File: src/rtl/emb_line_overlay.sv
// rtl/emb_line_overlay.sv - AXI4-Stream embedded-line overlay with line/frame length checks
// Classifies lines into front/active/tail regions and stamps marker/frame-ID bytes on header lines.
module emb_line_overlay #(
  parameter int          DATA_W       = 16,
  parameter int          BYTE_LSB     = 4,
  parameter int          H_SIZE       = 1920,
  parameter int          V_SIZE       = 1280,
  parameter int          FRONT_LINE   = 2,
  parameter int          TAIL_LINE    = 4,
  parameter int          TAIL_EMB_IDX = 2,
  parameter int          CNT_W        = 32,
  parameter logic [7:0]  MARKER       = 8'hDA,
  parameter logic [5:0]  EMB_TYPE     = 6'h12,
  parameter logic [5:0]  RAW_TYPE     = 6'h2C
) (
  input  logic              aclk,
  input  logic              aresetn,
  input  logic              emb_en,
  input  logic              s_axis_tvalid,
  output logic              s_axis_tready,
  input  logic [DATA_W-1:0] s_axis_tdata,
  input  logic              s_axis_tlast,
  input  logic              s_axis_tuser,
  output logic              m_axis_tvalid,
  input  logic              m_axis_tready,
  output logic [DATA_W-1:0] m_axis_tdata,
  output logic              m_axis_tlast,
  output logic [95:0]       m_axis_tuser,
  output logic [CNT_W-1:0]  frame_id,
  output logic              err_line_len,
  output logic              err_frame_len
);

  localparam int               HDR_BEATS   = 2 * CNT_W / 8;
  localparam logic [15:0]      LAST_FRONT  = 16'(FRONT_LINE - 1);
  localparam logic [15:0]      LAST_ACTIVE = 16'(FRONT_LINE + V_SIZE - 1);
  localparam logic [15:0]      FRAME_LINES = 16'(FRONT_LINE + V_SIZE + TAIL_LINE);
  localparam logic [15:0]      ID_LINE     = 16'(FRONT_LINE + V_SIZE + TAIL_EMB_IDX);
  localparam logic [16:0]      H_LEN       = 17'(H_SIZE);
  localparam logic [15:0]      H_FIELD     = 16'(H_SIZE);
  localparam logic [CNT_W-1:0] FID_ONE     = CNT_W'(1);

  typedef enum logic [1:0] {S_IDLE, S_FRONT, S_ACTIVE, S_TAIL} state_t;

  state_t             state_q, state_d, cur_state;
  logic [15:0]        col_q, col_d, cur_col;
  logic [15:0]        line_q, line_d, cur_line;
  logic [CNT_W-1:0]   fid_q, cur_fid;
  logic               emb_en_q, cur_emb_en;
  logic               accept, sof, counting, pattern_line;
  logic [7:0]         id_byte;
  logic [DATA_W-1:0]  data_d;
  logic [5:0]         type_d;
  logic               err_line_d, err_frame_d;

  assign s_axis_tready = !m_axis_tvalid || m_axis_tready;
  assign accept        = s_axis_tvalid && s_axis_tready;
  assign sof           = accept && s_axis_tuser;
  assign frame_id      = fid_q;

  // An accepted SOF redefines the position of the beat it arrives on.
  always_comb begin
    cur_state  = sof ? S_FRONT : state_q;
    cur_col    = sof ? 16'd0 : col_q;
    cur_line   = sof ? 16'd0 : line_q;
    cur_fid    = sof ? fid_q + FID_ONE : fid_q;
    counting   = (cur_state != S_IDLE);
    cur_emb_en = (cur_col == 16'd0) ? emb_en : emb_en_q;
  end

  always_comb begin
    state_d = state_q;
    col_d   = col_q;
    line_d  = line_q;
    if (accept && counting) begin
      state_d = cur_state;
      line_d  = cur_line;
      if (s_axis_tlast) begin
        col_d  = 16'd0;
        line_d = (cur_line == 16'hFFFF) ? cur_line : cur_line + 16'd1;
        if (cur_state == S_FRONT && cur_line == LAST_FRONT)
          state_d = S_ACTIVE;
        else if (cur_state == S_ACTIVE && cur_line == LAST_ACTIVE)
          state_d = S_TAIL;
      end else begin
        col_d = (cur_col == 16'hFFFF) ? cur_col : cur_col + 16'd1;
      end
    end
  end

  always_comb begin
    id_byte = 8'd0;
    for (int k = 0; k < CNT_W / 8; k++) begin
      if (cur_col[15:1] == 15'(k))
        id_byte = cur_fid[CNT_W-1-8*k -: 8];
    end
    pattern_line = (cur_state == S_FRONT && cur_line == 16'd0) ||
                   (cur_state == S_TAIL && cur_line == ID_LINE);
    type_d = (cur_state == S_ACTIVE) ? RAW_TYPE : EMB_TYPE;
    data_d = '0;
    if (!counting || cur_state == S_ACTIVE || !cur_emb_en)
      data_d = s_axis_tdata;
    else if (pattern_line && cur_col < 16'(HDR_BEATS))
      data_d[BYTE_LSB +: 8] = cur_col[0] ? id_byte : MARKER;
    err_line_d  = counting && s_axis_tlast && (({1'b0, cur_col} + 17'd1) != H_LEN);
    // A SOF arriving mid-line leaves col_q non-zero and is reported as a short frame.
    err_frame_d = sof && (state_q != S_IDLE) && (line_q != FRAME_LINES || col_q != 16'd0);
  end

  always_ff @(posedge aclk or negedge aresetn) begin
    if (!aresetn) begin
      state_q       <= S_IDLE;
      col_q         <= 16'd0;
      line_q        <= 16'd0;
      fid_q         <= '0;
      emb_en_q      <= 1'b0;
      m_axis_tvalid <= 1'b0;
      m_axis_tdata  <= '0;
      m_axis_tlast  <= 1'b0;
      m_axis_tuser  <= '0;
      err_line_len  <= 1'b0;
      err_frame_len <= 1'b0;
    end else begin
      state_q       <= state_d;
      col_q         <= col_d;
      line_q        <= line_d;
      err_line_len  <= accept && err_line_d;
      err_frame_len <= err_frame_d;
      if (sof)
        fid_q <= cur_fid;
      if (accept && cur_col == 16'd0)
        emb_en_q <= emb_en;
      if (s_axis_tready)
        m_axis_tvalid <= s_axis_tvalid;
      if (accept) begin
        m_axis_tdata <= data_d;
        m_axis_tlast <= s_axis_tlast;
        m_axis_tuser <= {32'd0, H_FIELD, 41'd0, type_d, s_axis_tuser};
      end
    end
  end

endmodule

File: config.mk
export PLATFORM = sky130hd
export DESIGN_NAME = emb_line_overlay
export DESIGN_NICKNAME = d
export VERILOG_FILES = /design/src/rtl/emb_line_overlay.sv
export SDC_FILE = /design/constraint.sdc
export NUM_CORES = 1
export LEC_CHECK = 0
export CAP_MARGIN = 10
export CORE_MARGIN = 3
export CORE_UTILIZATION = 38
export CTS_BUF_LIST = sky130_fd_sc_hd__clkbuf_8
export DETAILED_ROUTE_END_ITERATION = 10
export PLACE_DENSITY = 0.76
export SLEW_MARGIN = 10
export SYNTH_ARGS = -nofsm -noshare
export SYNTH_HDL_FRONTEND = slang
export SYNTH_SLANG_ARGS = --single-unit
File: constraint.sdc
create_clock -name aclk -period 3.7 [get_ports aclk]
set_clock_uncertainty 0.1 [all_clocks]
set_input_delay 0.37 -clock aclk [delete_from_list [all_inputs] [get_ports aclk]]
set_output_delay 0.37 -clock aclk [all_outputs]
set_load 0.05 [all_outputs]
* Word-level counts from Yosys, hierarchy flattened
Cells that the tools add are included.
** Cells by class
- $add $sub $neg :: 4
- Order comparisons :: 1
- Eq/ne operators :: 13
- Multiplexer cells :: 22
- Reduce and logical (&&, ||, !) cells :: 28
** Operators by type and width (count)
- $mux 16 :: 6
- $mux 8 :: 7
- $add 16x1->16 const B :: 2
- $add 32x1->32 const B :: 1
- $eq 16x11->1 const B :: 2
- $eq 16x16->1 const B :: 2
- $logic_not 16->1 :: 2
- $mux 32 :: 1
- $eq 15x2->1 const B :: 2
- $add 16x1->17 const B :: 1
- $ne 17x11->1 const B :: 1
- $eq 16x1->1 const B :: 1
- $lt 16x4->1 const B :: 1
- $ne 16x11->1 const B :: 1
- $reduce_bool 16->1 :: 1
- $eq 15x1->1 const B :: 1
- $logic_not 15->1 :: 1
- $logic_and 1x1->1 :: 14
- $mux 2 :: 4
- $mux 4 :: 2
- $mux 6 :: 1
- $logic_or 1x1->1 :: 5
- $eq 2x2->1 const B :: 2
- $reduce_bool 2->1 :: 2
- other kinds (3) :: 5
** Word-level totals
- Bits in registers :: 95
- Input bits :: 23
- Output and inout bits :: 149
- Word-level logic and storage cells :: 79

* Logic depth before layout (Yosys ltp)
Gate-level depths: netlist of the first run.
- Word-level depth :: 13
- Depth in mapped cells :: 16

* Least setup slack after synthesis of the first run
No wires, ideal clock.
- Path type :: register to register
- Start point :: reg m_axis_tvalid
- End point :: reg line_q[14]
- Library setup time :: 131 ps
- Arrival :: 3492 ps
- Required time :: 3469 ps
- Setup slack :: -24 ps
- Cell stages (with the launch flop) :: 17
- Path buffers :: 3
- Clock period less this slack :: 3724 ps
- Path through :: dfrtp_1 nor2b_1 clkbuf_2 inv_2 nand2_1 clkbuf_1 buf_1 nand2_1 inv_1 ha_1 nand3_1 a211oi_1 nor4b_2 nor2_1 nand4_1 xor2_1 nor2_1
** Between the ends
- Longest elaborated chain between the ends :: 8
- Elaborated cells on any way between the ends :: 12
** Ends and longest elaborated chain
- start: declaration :: RTL line 24 : output logic m_axis_tvalid,
- start signal: assignment :: RTL line 134 : m_axis_tvalid <= s_axis_tvalid;
- $logic_not 1->1 * :: RTL line 56 : assign s_axis_tready = !m_axis_tvalid || m_axis_tready;
- $logic_or 1x1->1 * :: RTL line 56
- net s_axis_tready :: RTL line 20 : output logic s_axis_tready,
- $logic_and 1x1->1 * :: RTL line 57 : assign accept = s_axis_tvalid && s_axis_tready;
- $logic_and 1x1->1 :: RTL line 58 : assign sof = accept && s_axis_tuser;
- $mux 16 :: RTL line 65 : cur_line = sof ? 16'd0 : line_q;
- $add 16x1->16 / $eq 16x16->1 (equally long branches) :: RTL line 80 : line_d = (cur_line == 16'hFFFF) ? cur_line : cur_line + 16'd1;
- $mux 16 :: RTL line 80
- $mux 16 :: RTL line 78 : if (s_axis_tlast) begin
- end signal: assignment :: RTL line 126 : line_q <= line_d;
- end: declaration :: RTL line 47 : logic [15:0] line_q, line_d, cur_line;
The timed path passes the listed nets; every way through them passes the cells marked *.
A chain may end at the register's enable or synchronous reset.

* Worst setup path after layout of the first run
- Start point :: reg col_q[7]
- End point :: reg m_axis_tdata[10]
** Between the ends
- Longest elaborated chain between the ends :: 9
- Elaborated cells on any way between the ends :: 18
** Ends and longest elaborated chain
- start: declaration :: RTL line 46 : logic [15:0] col_q, col_d, cur_col;
- start signal: assignment :: RTL line 125 : col_q <= col_d;
- $mux 16 * :: RTL line 64 : cur_col = sof ? 16'd0 : col_q;
- $logic_not 15->1 :: RTL line 94 : if (cur_col[15:1] == 15'(k))
- $mux 8 (4 in series) :: RTL line 94
- $mux 8 :: RTL line 104 : data_d[BYTE_LSB +: 8] = cur_col[0] ? id_byte : MARKER;
- $mux 8 :: RTL line 103 : else if (pattern_line && cur_col < 16'(HDR_BEATS))
- $mux 8 * :: RTL line 101 : if (!counting || cur_state == S_ACTIVE || !cur_emb_en)
- end signal: assignment :: RTL line 136 : m_axis_tdata <= data_d;
- end: declaration :: RTL line 26 : output logic [DATA_W-1:0] m_axis_tdata,
Every way passes the cells marked *; elsewhere a longest branch is shown, timed or not.

==> results of run 1 <==
## cell usage in the layout, fill, tap and decap left out, types with 10 or more instances in the layout
master,count
xnor2_1,18
nor3_1,22
clkdlybuf4s50_1,84
conb_1,86
nor2_1,40
clkbuf_8,10
nand3_1,27
nand2_1,75
nor4_1,12
a21oi_1,23
xor2_1,26
dfrtp_1,91
o21ai_0,25
buf_4,17
nand4_1,16
inv_1,18
## stage by stage
step	cell area (sq um)	power [mW]	utilization, %
2_1_floorplan	5910	2.38	-
3_3_place_gp	6330	2.75	44.9
3_5_place_dp	6330	2.76	44.9
4_1_cts	6540	3.46	46.4
5_1_grt	6540	3.61	46.4
6_report	6540	3.45	46.4
## cell usage after synthesis, types with 7 or more instances
cell type | n | area [sq um]
nor3_1 | 22 | 110
xor2_1 | 26 | 228
nor4_1 | 12 | 75.1
a31oi_1 | 9 | 56.3
xnor2_1 | 18 | 158
nand2_1 | 75 | 282
nand3_1 | 27 | 135
nand4_1 | 16 | 100
nor2_1 | 42 | 158
dfrtp_1 | 91 | 2280
o21ai_0 | 25 | 125
nand2b_1 | 8 | 50.1
and3_1 | 7 | 43.8
o31ai_1 | 8 | 60.1
a21oi_1 | 23 | 115
inv_1 | 17 | 63.8
buf_4 | 93 | 698
clkbuf_1 | 12 | 45.0
## routing by layer
layer | vias to the layer above | track usage (%) | routed length (um) | share of wire [%]
li1 | 2172 | - | - | -
met1 | 2186 | 23.0 | 6130 | 44
met2 | 191 | 26.7 | 6620 | 48
met3 | 17 | 3.47 | 940 | 6.7
met4 | 0 | 5.62 | 240 | 1.7
met5 | - | 0 | 0 | 0
## state kept, by name, indices dropped and copies added (netlist names)
register       flops
frame_id          32
col_q             16
line_q            16
m_axis_tdata      16
m_axis_tuser       4
state_q            2
emb_en_q           1
err_frame_len      1
err_line_len       1
m_axis_tlast       1
m_axis_tvalid      1
## worst register-to-register path: cells and delay by family, from the launching register on
kind,cells,cell delay [ns]
AND/OR/NAND/NOR,4,1.55
AO/OA/AOI/OAI,2,0.71
flip-flops,1,0.46
## final timing paths
kind	cells past startpoint	to	startpoint	slack, ns
min in group aclk	2	m_axis_tdata[0]	m_axis_tdata[0]	0.39
max in group asynchronous	3	col_q[7]	aresetn	2.36
setup reg to reg	6	m_axis_tdata[10]	col_q[7]	0.81
setup / recovery	6	m_axis_tdata[10]	col_q[7]	0.81
hold reg to reg	2	m_axis_tdata[0]	m_axis_tdata[0]	0.39
hold / removal	2	frame_id[18]	aresetn	0.37
## cell type report
cell class                 instances  area (sq um)  area share [%]
timing repair buffer             102           978            15.0
inverter                          19          71.3            1.09
clock inverter                     6          63.8           0.975
clock buffer                      10           138            2.10
multi-input combinational        482          2790            42.6
tap                              180           225            3.44
sequential                        91          2280            34.8
## cell families after synthesis
family / share of synthesized area (%)
flops: 40.8
other cells: 0.0672
fa+ha+maj: 1.12
mux: 0.359
simple gates: 23.3
compound gates: 12.3
buf+inv: 15.2
xor+xnor: 6.91
## report_power, final
group	switching [mW]	internal, mW	leakage [nW]	total, mW
Clock	0.370	0.332	0.104	0.703
Combinational	1.01	0.453	1.64	1.46
Sequential	0.149	1.13	1.19	1.28
==> metrics.yaml, run 1 <==
synth_edf_count: 0
synth_area_sq_mm: 0.00558
drv_cap: 0
setup_ws_ns: 0.813
grt-ovfl-total: 0
yosysWarnings: 0
hp-class: "in2async"
clk_pin_slew_worst_paths_ns: 0.09
die_h_um: 127
fillers: 1371
status: "complete, no violations"
cp_cell_sequence: "nor4_4 -> nand4_1 -> o31ai_1 -> nand3_4 -> or4_1 -> o211ai_1"
grt_max_degree: 35
cp_top_family: "simple AND/OR/NAND/NOR gates"
portBuffers: 85
nets: 733
crit_path_top_delay_cell: "o31ai_1"
setup-violations-final: 0
first_global_vias: 4198
die_width_um: 127
cellPowerDensity_mw_per_mm2: 527
syn_area_per_cell_sq_um: 9.02
grt_usage_pct: 16.8
gp_congestion: 0.945
root_buffer: "clkbuf_8"
ioPinCount: 172
cts_buffer_depth: 2
cts_tree: "yes"
viasPerCell: 5.13
max_freq_mhz: 346
start_kind: "flop"
finalCritPeriodShare_pct: 78.0
drv_slew: 0
drive_gt1_share_pct: 7.75
hold_buffers: 1
tightest_slew_ns: 0.706
yosysSeqAreaShare_pct: 40.8
synth-seq-cells: 91
cts_buffers: 9
drt_pass1_iterations: 5
async_reset_ff_share_pct: 100
peakVddDrop_mv: 0.209
rsz0062_at_grt: "false"
cts_setup_buffers: 0
antenna_found_initial: 0
cp.arrival_ns: 3.08
start_util_pct: 39.6
wire_per_inst_um: 15.7
endpoint_kind: "flop"
place_inst: 873
crit_type: "reg2reg"
final_cells: 890
hold_viol_final: 0
worst-path-buf-inv: 0
rows: 43
dp_hpwl_mm: 10.5
postRouteAntennaNets: 0
period_needed_ns: 2.89
crit_fanout: 12
drtIter0Drc: 385
leakage_nw: 2.93
synth.distinct_cells: 65
antenna_cells: 0
final.setup.tns_ns: 0
wl_mm: 13.9
grt_pass1_wl_mm: 21.9
clock_latency_ns: 0.37
area_delta_synth_final_pct: 17.2
slew_headroom_pct: 52.8
syn_inst: 619
cp.required_ns: 3.89
cts_htree_levels: 3
cts_resized: 0
synthFlopType: "dfrtp_1"
whs_ns: 0.375
core_area_sq_mm: 0.0141
pre_cts_ws_ns: 0.433
cpPeakStageDelay_ns: 0.61
dieArea_sq_mm: 0.0162
vias: 4566
drcViolationCount: 0
cts.sinks: 91
(Power assumes the default switching activity.)
==> run 2: changes to the inputs <==
Clock period 3.7 ns to 2.7 ns, I/O delays scaled along.
==> metrics.yaml, run 2 (synthesized netlist as in run 1, its figures left out) <==
status: "complete, no violations"
hold_viol_final: 0  # unchanged
pre_cts_ws_ns: -0.135  # -0.568 ns
final_cell_area_sq_mm: 0.00699  # +6.9%
dieArea_sq_mm: 0.0162  # unchanged
period_needed_ns: 2.53  # -0.356 ns
postRouteAntennaNets: 0  # unchanged
grt_max_degree: 45  # +29%
rows: 43  # unchanged
rsz0062_at_grt: "false"
cts_htree_levels: 3  # unchanged
vias: 4778  # +4.6%
wl_mm: 14.5  # +4.2%
drv_cap: 0  # unchanged
core_area_sq_mm: 0.0141  # unchanged
gp_congestion: 0.877  # -7.1%
wire_per_inst_um: 15.5  # -0.67%
ff2ff_path_depth: 7  # +1
die_width_um: 127  # unchanged
finalCritPeriodShare_pct: 93.7  # +16 points
hp-class: "in2async"
leakage_nw: 3.16  # +7.8%
portBuffers: 85  # unchanged
grt_usage_pct: 17.5  # +0.68 points
grt_pass1_wl_mm: 23.1  # +5.9%
cellPowerDensity_mw_per_mm2: 702  # +33%
crit_fanout: 6  # -6
setup_ws_ns: 0.169  # -0.644 ns
final_common_cell: "dfrtp_1"
drt_pass1_iterations: 6  # +1
endpoint_kind: "flop"
first_global_vias: 4487  # +6.9%
ioPinCount: 172  # unchanged
tightest_slew_ns: 0.972  # +0.267 ns
largest_register_ffs: 32  # unchanged
root_buffer: "clkbuf_8"
nets: 778  # +6.1%
max_freq_mhz: 395  # +14%
place_area_sq_mm: 0.00679  # +7.2%
dp_hpwl_mm: 11.3  # +7.8%
slew_headroom_pct: 35.1  # -18 points
viasPerCell: 5.12  # -0.29%
start_kind: "flop"
die_h_um: 127  # unchanged
cts_buffers: 9  # unchanged
cp.required_ns: 2.89  # -1.00 ns
cts_tree: "yes"
start_util_pct: 39.6  # unchanged
antenna_found_initial: 1  # +1
cts.sinks: 91  # unchanged
clk_pin_slew_worst_paths_ns: 0.10  # about the same
crit_type: "reg2reg"
drcViolationCount: 0  # unchanged
drive_gt1_share_pct: 15.0  # +7.2 points
setup-violations-final: 0  # unchanged
layout_common_cells: "dfrtp_1, conb_1, clkdlybuf4s50_1"
area_delta_synth_final_pct: 25.3
antenna_cells: 0  # unchanged
peakVddDrop_mv: 0.287  # +37%
grt-ovfl-total: 0  # unchanged
finalPower_mw: 4.91  # +42%
cp.arrival_ns: 2.72  # -0.36 ns
cts_buffer_depth: 2  # unchanged
drtIter0Drc: 546  # +42%
clock_latency_ns: 0.37  # about the same
drv_slew: 0  # unchanged
[run 2: what timing repair did]
action                     4_1_cts  5_1_grt
setup endpoints to repair        0        1
setup buffers                    0        0
hold endpoints to repair        41        0
hold buffers                     1        0
resized for setup                0        1
[run 2: worst paths after layout]
kind                                      start          endpoint  slack [ns]
worst max-delay path               frame_id[12]  m_axis_tdata[10]        0.17
worst min-delay path                    aresetn      frame_id[27]        0.34
worst max register to register     frame_id[12]  m_axis_tdata[10]        0.17
worst min register to register     m_axis_tlast      m_axis_tlast        0.39
max in group asynchronous               aresetn         line_q[1]        1.55
min in group aclk               s_axis_tdata[0]   m_axis_tdata[0]        0.35
[run 2: per-layer routing]
| metal | vias to the layer above | share of wire, % | GRT usage, % |
|---|---|---|---|
| met1 | 2274 | 44 | 23.9 |
| met4 | 2 | 2.5 | 6.94 |
| met3 | 37 | 7.6 | 3.39 |
| li1 | 2252 | - | - |
| met2 | 213 | 46 | 27.5 |
| met5 | - | 0.090 | 0 |
[run 2: area by class of cell]
cell class,instances,area (sq um)
multi-input cells,482,2880
clock buffers,10,138
fillers,1308,7100
repair buffers,147,1330
well taps,180,225
inverters,19,88.8
flip-flops and latches,91,2280
clock inverters,5,55.1
[run 2: where the power goes]
group          switching, mW  total [mW]  internal, mW  leakage (nW)
logic                   1.48        2.24         0.767          1.87
clock network          0.488       0.933         0.445        0.0995
registers              0.181        1.73          1.55          1.19
total                   2.15        4.91          2.76          3.16
[run 2: per-stage QoR]
step | cells | hold slack, ns | utilization (%) | TNS [ns]
finish | 934 | 0.343 | 49.6 | 0
floorplan | 704 | -0.126 | - | -0.558
CTS | 934 | 0.336 | 49.6 | 0
detailed placement | 918 | 0.221 | 48.1 | -0.917
global route | 934 | 0.365 | 49.6 | 0
global placement | 918 | 0.210 | 48.1 | -0.312
[run 2: critical path, stage by stage, from the launching register on]
cell      delay (ns)
dfrtp_1         0.49
and4_1          0.27
nand4_1         0.27
nor4_1          0.44
xnor2_1         0.19
a21oi_1         0.09
or4_1           0.50
o211ai_1        0.10
